--- config.mk ---
export PLATFORM = sky130hd
export DESIGN_NAME = ifft_frame_arb
export DESIGN_NICKNAME = d
export VERILOG_FILES = /design/src/rtl/ifft_frame_arb.sv
export SDC_FILE = /design/constraint.sdc
export NUM_CORES = 1
export LEC_CHECK = 0
export ABC_AREA = 1
export CAP_MARGIN = 20
export CORE_AREA = 2 2 88 90
export CTS_BUF_LIST = sky130_fd_sc_hd__clkbuf_4
export CTS_CLUSTER_SIZE = 28
export DETAILED_ROUTE_END_ITERATION = 8
export DIE_AREA = 0 0 90 92
export DONT_BUFFER_PORTS = 1
export SLEW_MARGIN = 15
export SYNTH_ARGS = -nofsm -noshare
export SYNTH_HDL_FRONTEND = slang
export SYNTH_SLANG_ARGS = --single-unit
export TNS_END_PERCENT = 30
--- constraint.sdc ---
create_clock -name clk -period 2.6 [get_ports clk]
set_clock_uncertainty 0.15 [all_clocks]
set_input_delay 0.26 -clock clk [delete_from_list [all_inputs] [get_ports clk]]
set_output_delay 0.26 -clock clk [all_outputs]
set_load 0.02 [all_outputs]
--- src/rtl/ifft_frame_arb.sv ---
`default_nettype none
// ============================================================================
// Module  : ifft_frame_arb
// Brief   : Frame-level round-robin arbiter sharing one IFFT/reorder chain
//           between the DCT (0) and IDCT (1) paths; routes returns by tag.
// Rev     : 1.0  initial release
// ============================================================================
module ifft_frame_arb #(
    parameter int wDataInOut = 16,
    parameter int TAG_DEPTH  = 4
) (
    input  logic                          clk,
    input  logic                          rst_n_sync,
    input  logic [1:0]                    req_valid,
    output logic [1:0]                    req_ready,
    input  logic [1:0]                    req_sop,
    input  logic [1:0]                    req_eop,
    input  logic [2*wDataInOut-1:0]       req_real,
    input  logic [2*wDataInOut-1:0]       req_imag,
    input  logic [2*12-1:0]               req_fftpts,
    output logic                          dn_valid,
    output logic                          dn_sop,
    output logic                          dn_eop,
    output logic [wDataInOut-1:0]         dn_real,
    output logic [wDataInOut-1:0]         dn_imag,
    output logic [11:0]                   dn_fftpts,
    input  logic                          dn_ready,
    input  logic                          up_valid,
    input  logic                          up_sop,
    input  logic                          up_eop,
    input  logic [wDataInOut-1:0]         up_real,
    input  logic [wDataInOut-1:0]         up_imag,
    output logic                          up_ready,
    output logic [1:0]                    rsp_valid,
    output logic [1:0]                    rsp_sop,
    output logic [1:0]                    rsp_eop,
    output logic [wDataInOut-1:0]         rsp_real,
    output logic [wDataInOut-1:0]         rsp_imag,
    input  logic [1:0]                    rsp_ready,
    output logic [$clog2(TAG_DEPTH):0]    frames_inflight,
    output logic                          err_stray
);

    localparam int               PTR_W    = $clog2(TAG_DEPTH);
    localparam logic [PTR_W:0]   TAG_FULL = TAG_DEPTH[PTR_W:0];
    localparam logic [0:0]       S_IDLE   = 1'b0;
    localparam logic [0:0]       S_XFER   = 1'b1;

    logic [0:0]        state;
    logic [0:0]        state_nxt;
    logic              gnt;
    logic              last_grant;
    logic [1:0]        cand;
    logic              fifo_full;
    logic              fifo_empty;
    logic              grant_en;
    logic              grant_sel;
    logic              xfer_done;
    logic              tag_mem [TAG_DEPTH];
    logic [PTR_W-1:0]  wr_ptr;
    logic [PTR_W-1:0]  rd_ptr;
    logic              head;
    logic              pop;

    // Full test uses registered occupancy: a same-cycle pop never unblocks a grant.
    assign cand       = req_valid & req_sop;
    assign fifo_full  = (frames_inflight == TAG_FULL);
    assign fifo_empty = (frames_inflight == '0);
    assign grant_en   = (state == S_IDLE) && (cand != 2'b00) && !fifo_full;
    assign grant_sel  = (cand == 2'b11) ? ~last_grant : cand[1];
    assign xfer_done  = (state == S_XFER) && dn_valid && dn_ready && dn_eop;

    always_ff @(posedge clk) begin
        if (!rst_n_sync) begin
            state <= S_IDLE;
        end else begin
            state <= state_nxt;
        end
    end

    always_comb begin
        state_nxt = state;
        case (state)
            S_IDLE:  if (grant_en)  state_nxt = S_XFER;
            S_XFER:  if (xfer_done) state_nxt = S_IDLE;
            default: state_nxt = S_IDLE;
        endcase
    end

    always_comb begin
        dn_valid  = 1'b0;
        dn_sop    = 1'b0;
        dn_eop    = 1'b0;
        dn_real   = '0;
        dn_imag   = '0;
        req_ready = 2'b00;
        case (state)
            // Stray mid-frame beats are drained; sop beats wait for the grant.
            S_IDLE: req_ready = req_valid & ~req_sop;
            S_XFER: begin
                dn_valid       = req_valid[gnt];
                dn_sop         = req_sop[gnt];
                dn_eop         = req_eop[gnt];
                dn_real        = gnt ? req_real[2*wDataInOut-1:wDataInOut]
                                     : req_real[wDataInOut-1:0];
                dn_imag        = gnt ? req_imag[2*wDataInOut-1:wDataInOut]
                                     : req_imag[wDataInOut-1:0];
                req_ready[gnt] = dn_ready;
            end
            default: ;
        endcase
    end

    always_ff @(posedge clk) begin
        if (!rst_n_sync) begin
            gnt        <= 1'b0;
            last_grant <= 1'b1;
            dn_fftpts  <= '0;
        end else if (grant_en) begin
            gnt        <= grant_sel;
            last_grant <= grant_sel;
            dn_fftpts  <= grant_sel ? req_fftpts[23:12] : req_fftpts[11:0];
        end
    end

    always_ff @(posedge clk) begin
        if (grant_en) begin
            tag_mem[wr_ptr] <= grant_sel;
        end
    end

    assign head = tag_mem[rd_ptr];
    assign pop  = !fifo_empty && up_valid && up_ready && up_eop;

    always_ff @(posedge clk) begin
        if (!rst_n_sync) begin
            wr_ptr          <= '0;
            rd_ptr          <= '0;
            frames_inflight <= '0;
            err_stray       <= 1'b0;
        end else begin
            if (grant_en) wr_ptr <= wr_ptr + 1'b1;
            if (pop)      rd_ptr <= rd_ptr + 1'b1;
            if (grant_en && !pop)      frames_inflight <= frames_inflight + 1'b1;
            else if (pop && !grant_en) frames_inflight <= frames_inflight - 1'b1;
            if (fifo_empty && up_valid) err_stray <= 1'b1;
        end
    end

    // Return path is purely combinational; with no owner on record beats are sunk.
    always_comb begin
        rsp_valid = 2'b00;
        rsp_sop   = 2'b00;
        rsp_eop   = 2'b00;
        up_ready  = 1'b1;
        if (!fifo_empty) begin
            rsp_valid[head] = up_valid;
            rsp_sop[head]   = up_sop;
            rsp_eop[head]   = up_eop;
            up_ready        = rsp_ready[head];
        end
    end

    assign rsp_real = up_real;
    assign rsp_imag = up_imag;

endmodule
`default_nettype wire

==> flow_summary_export.csv, run 1 <==
group,metric,value,unit
layout,layout.nets,496,
pwr,p_leak,1.24,nW
yosys,seq_area_frac_synth,28.2,%
timing,setup_tns,0,ps
critical_path,cp-start-kind,"flip-flop",
yosys,synth_edf_count,4,
global_route,grt_max_degree,39,
critical_path,path_max_fanout,3,
pwr,p_total,1.90,mW
hold_path,hold_path_class,"in2reg",
route,drt-vias-per-instance,4.88,
layout,multi_input_area,982,um2
route,drt_iter0_markers,49,
die,dieWidth,90,um
cts,cts.path.max_buffers,2,
placed_design,hpwlAfterDp,4590,um
timing,max_freq,430,MHz
die,pin_count,226,
timing,setup_viol,0,
pwr,ir_drop,0.342,mV
global_route,globalRouteMet3Util,4.11,%
route,first_pass_iters,4,
timing,layout_min_cycle_time,2330,ps
timing,slew_viol_final,0,
global_route,grt_pass1_wl,10200,um
die,coreArea,7450,um2
yosys,yosys.area.top_type,"dfxtp_1",
cts,clkLatencyLatePin,330,ps
die,start_util,29.6,%
placed_design,io_buffers,0,
cts,path_clk_slew,80,ps
yosys,synth_cells,331,
layout,nFillCells,799,
global_route,busiest_layer,"met2",
die,die_area,8280,um2
route,wl_per_cell,14.3,um
global_route,grt-ovfl-total,0,
route,ant_nets,0,
global_route,antenna_found_initial,0,
layout,layout-drive-gt1-share,15.7,%
yosys,synth_most_common_cell,"inv_1",
global_route,use_met1,16.8,%
critical_path,cp-end-kind,"flip-flop",
critical_path,crit_required,2660,ps
pwr,power_density,728,nW/um2
layout,diodes,0,
timing,rsz0062_at_grt,"no",
die,rows,32,
route,vias,2234,
yosys,synth-main-ff-cell,"dfxtp_1",
layout,finalNonFillerCells,458,
layout,syn2layout_area_growth,18.4,%
critical_path,path_class,"reg2reg",
layout,seq_area,621,um2
yosys,synth_area,2200,um2
global_route,gr-usage-all-layers,15.2,%
cts,cts_root_buffer,"clkbuf_4",
yosys,ys_types,27,
yosys,yosysTopAreaCellShare,22.7,%
placed_design,place.gp.congestion,0.780,
yosys,synth_area_leaders,"dfxtp_1 23%, buf_4 11%, inv_1 11%",
yosys,synth_seq_cells,29,
flow_run,maxCapViolations,0,
global_route,first_global_vias,2146,
cts,cts_buffers,5,
cts,clkSinkCount,29,
route,routed_wl,6540,um
outcome,status,"complete, no violations",
yosys,yosysWarnings,0,
placed_design,placedCellCount,425,
yosys,syn-num-nets,471,
yosys,synth_common_cells,"64 x inv_1, 46 x o21ai_0, 42 x nand3_1",
critical_path,cp.arrival,2390,ps
die,fp.dieH,92,um
cts,htreeDepth,2,
yosys,ys_async_sr_fraction,0,%
global_route,met2_usage,28.0,%
timing,final-hold-violation-count,0,
yosys,synth_area_per_cell,6.65,um2
timing,finalCritPeriodShare,89.4,%
cts,cts_tree,"yes",
route,route.detailed.drc,0,
cts,post_cts_buffers,0,
timing,tightest_slew,793,ps
timing,max_slew_margin,47.0,%
-- final cells by class --
| type | instances | area share (%) |
|---|---|---|
| multi-input combinational | 186 | 37.7 |
| sequential | 29 | 23.8 |
| clock buffer | 6 | 1.73 |
| tap | 102 | 4.90 |
| inverter | 65 | 9.36 |
| clock inverter | 1 | 0.144 |
| timing repair buffer | 69 | 22.4 |
-- per-layer routing --
metal	share of wire, %	up-vias
met3	7.6	28
met1	38	1024
met2	52	101
met5	0	-
met4	2.4	0
li1	-	1081
-- registers in the layout, summed over array words and instances (netlist names), named ones only --
signal	count
dn_fftpts	12
gnt	1
wr_ptr	2
tag_mem	4
err_stray	1
rd_ptr	2
frames_inflight	3
last_grant	1
state	1
-- cells in the final DEF (no fill, tap or decap) --
master / n
a21oi_1: 34
buf_4: 43
clkbuf_4: 6
clkinv_1: 1
dfxtp_1: 25
dlygate4sd3_1: 26
edfxtp_1: 4
fa_1: 1
ha_1: 5
inv_1: 64
inv_2: 1
nand2_1: 30
nand2_2: 1
nand3_1: 42
nand3_2: 2
nand4_1: 1
nor2_1: 8
nor3_1: 4
o211ai_1: 1
o21ai_0: 46
o21ai_1: 5
o21ai_4: 1
o22ai_2: 1
o32ai_1: 2
or2_2: 1
xor2_1: 1
-- report_power, final --
group,internal [mW],switching (mW)
clock network,0.108,0.145
logic,0.351,0.610
registers,0.555,0.126
total,1.01,0.882
-- cells by family (layout without fill, tap and decap cells) --
family	Yosys count	in the layout	share of synthesized area [%]
buffers and inverters	116	141	27.2
AOI/OAI and AO/OA	90	90	21.8
and+or+nand+nor	89	89	18.7
DFF	29	29	28.2
adders and majority gates	6	6	3.75
xor gates and xnor gates	1	1	0.398
-- per-stage QoR --
step	setup slack [ps]	area, um2	utilization, %	hold slack (ps)
after global routing	55.5	2610	35.0	21.4
after global placement	347	2300	30.8	215
after CTS	16.3	2610	35.0	0.0548
after detailed placement	313	2300	30.8	227
final	275	2610	35.0	10.9
after floorplan	322	2200	-	252
-- repair_timing --
| item | in CTS | in global routing |
|---|---|---|
| gates resized for setup | 0 | 0 |
| hold buffers | 26 | 0 |
| setup endpoints to repair | 0 | 0 |
| endpoints found under the hold margin | 23 | 0 |
-- path summary, 6_finish.rpt --
kind | from | end | slack [ps] | cells past startpoint
min | up_eop | rd_ptr[0] | 10 | 2
max | frames_inflight[2] | frames_inflight[2] | 270 | 12
max reg2reg | frames_inflight[2] | frames_inflight[2] | 270 | 12
min reg2reg | rd_ptr[0] | rd_ptr[0] | 330 | 2
-- critical path, stage by stage, from the launching register on --
cell and delay (ps):
dfxtp_1 390, inv_1 120, nand3_1 140, nand2_1 140, inv_1 80, nand3_1 130, ha_1 150, inv_1 70
fa_1 380, a21oi_1 140, o21ai_0 110, o21ai_0 160, a21oi_1 50
Note: power is estimated with default switching activity, not from simulation.
==> inputs of run 2 (changes only) <==
Settings changed: RECOVER_POWER set to 100, SLEW_MARGIN 15 to not set.
==> run 2 against run 1 <==
  * Register-to-register slack barely moved
  * Global-route usage unchanged
  * Combinational power decreased by 7.1%
  * First-iteration DRC count is 4.1% higher
  * Non-clock buffer count increased by 1
  * Setup slack improved by 13 ps
  * Sequential cell count unchanged
  * Sequential power hardly changed
  * Cell count rose by 0.22%
  * Maximum frequency is 0.56% higher
  * Routed wire length is essentially flat
  * Largest power group unchanged
==> flow_summary_export.csv, run 2 (synthesis gave the netlist of run 1 again) <==
group,metric,value,unit
timing,rsz0062_at_grt,"no",
layout,final_common_cell,"inv_1",
global_route,gr-usage-all-layers,15.2,%
layout,fin_util,33.3,%
critical_path,crit_start,"frames_inflight[2]",
die,start_util,29.6,%
cts,clkSinkCount,29,
cts,cts_tree,"yes",
cts,cts.path.max_buffers,2,
critical_path,reg2reg_slack,290,ps
route,route.detailed.drc,0,
critical_path,path_max_fanout,3,
die,die_area,8280,um2
route,routed_wl,6540,um
critical_path,cp-end-kind,"flip-flop",
timing,final-hold-violation-count,0,
critical_path,crit_chain,"inv_1, nand3_1, nand2_1, inv_1, nand3_1, ha_1, inv_1, fa_1, a21oi_1, o21ai_0, o21ai_0, a21oi_1",
route,vias,2213,
timing,holdWs,10.2,ps
cts,cts_buffers,5,
critical_path,critical_path.endpoint,"frames_inflight[2]",
critical_path,cp-start-kind,"flip-flop",
layout,diodes,0,
timing,max_freq,432,MHz
critical_path,crit_required,2660,ps
critical_path,r2r-start,"frames_inflight[2]",
layout,nFillCells,849,
placed_design,hpwlAfterDp,4590,um
layout,reg_top3,"dn_fftpts: 12 flops, tag_mem: 4 flops, frames_inflight: 3 flops",
critical_path,crit_top_cell,"inv_1",
placed_design,detailed_place.area,2300,um2
route,first_pass_iters,4,
critical_path,cp.arrival,2380,ps
cts,postCtsHoldBufs,26,
route,ant_nets,0,
timing,setup_tns,0,ps
route,drt-vias-per-instance,4.82,
cts,clkLatencyLatePin,330,ps
layout,seq_area,621,um2
cts,cts_root_buffer,"clkbuf_4",
layout,final_cell_area,2480,um2
pwr,ir_drop,0.330,mV
global_route,grt_pass1_wl,10200,um
layout,syn2layout_area_growth,12.5,%
route,drt_iter0_markers,51,
flow_run,maxCapViolations,0,
critical_path,crit_family,"adder cells",
timing,setup_viol,0,
critical_path,path_depth,12,
timing,finalCritPeriodShare,88.9,%
route,wl_per_cell,14.2,um
layout,layout-drive-gt1-share,5.04,%
layout,multi_input_area,952,um2
placed_design,place.gp.congestion,0.780,
critical_path,slowest_stage,"dfxtp_1",
global_route,first_global_vias,2146,
cts,htreeDepth,2,
timing,tightest_slew,779,ps
cts,post_cts_buffers,0,
layout,regMostFlops,"dn_fftpts",
die,pin_count,226,
die,dieWidth,90,um
global_route,antenna_found_initial,0,
critical_path,reg2reg_to,"frames_inflight[2]",
timing,slew_viol_final,0,
die,rows,32,
global_route,grt_max_degree,39,
outcome,status,"complete, no violations",
layout,layout.nets,497,
critical_path,path_class,"reg2reg",
hold_path,hold_path_class,"in2reg",
cts,ctsResizeCount,0,
layout,layout_common_cells,"64 x inv_1, 52 x o21ai_0, 44 x nand3_1",
die,fp.dieH,92,um
timing,max_slew_margin,47.9,%
pwr,power_density,738,nW/um2
critical_path,crit_buf_inv,3,
placed_design,io_buffers,0,
die,coreArea,7450,um2
cts,path_clk_slew,80,ps
hold_path,min_from,"up_eop",
global_route,grt-ovfl-total,0,
layout,largest_register_ffs,12,
critical_path,reg2regPathDepth,12,
pwr,p_leak,1.10,nW
critical_path,slowest_delay,390,ps
timing,layout_min_cycle_time,2310,ps
[run 2: cell count changes in the layout (fill, tap and decap cells not counted), sizes merged]
| cell | before | now |
|---|---|---|
| clkbuf | 6 | 40 |
| buf | 43 | 10 |
[run 2: worst register-to-register path, delay by kind of cell, from the launching register on]
kind	cells	cell delay (ps)
adder cells (fa/ha/maj)	2	540
flip-flops	1	390
AND/OR/NAND/NOR	3	390
buffers and inverters	3	270
AO/OA/AOI/OAI	4	460
[run 2: report_power, final]
group | switching (mW) | internal, mW
Clock | 0.147 | 0.108
Sequential | 0.126 | 0.555
Combinational | 0.603 | 0.290
Total | 0.875 | 0.953
[run 2: layout make-up]
class / count / area share (%)
Sequential cell: 29 / 25.1
Tap cell: 102 / 5.15
Clock buffer: 6 / 1.82
Timing Repair Buffer: 70 / 19.5
Clock inverter: 1 / 0.152
Inverter: 65 / 9.85
Multi-Input combinational cell: 186 / 38.4
[run 2: worst min-delay path by stage]
stage	end	slack, ps	cells after the start
after global routing	flip-flop	20	2
after detailed placement	last_grant	230	1
after CTS	rd_ptr[0]	0.05	2
after global placement	last_grant	210	1
final	rd_ptr[0]	10	2
after floorplan	dn_fftpts[11]	250	2
[run 2: layer usage]
metal / share of wire (%) / GRT usage, % / up-vias
met3: 7.4 / 4.11 / 28
met2: 52 / 28.0 / 100
met1: 38 / 16.8 / 1002
met5: 0 / 0 / -
li1: - / - / 1083
met4: 2.5 / 5.13 / 0
[run 2: per-stage QoR]
| step | cells | total power [mW] | worst slack [ps] |
|---|---|---|---|
| 6_report | 459 | 1.83 | 288 |
| 5_1_grt | 459 | 1.98 | 83.0 |
| 4_1_cts | 458 | 1.91 | 16.3 |
| 3_5_place_dp | 425 | 1.58 | 313 |
| 3_3_place_gp | 425 | 1.55 | 347 |
| 2_1_floorplan | 331 | 1.40 | 322 |
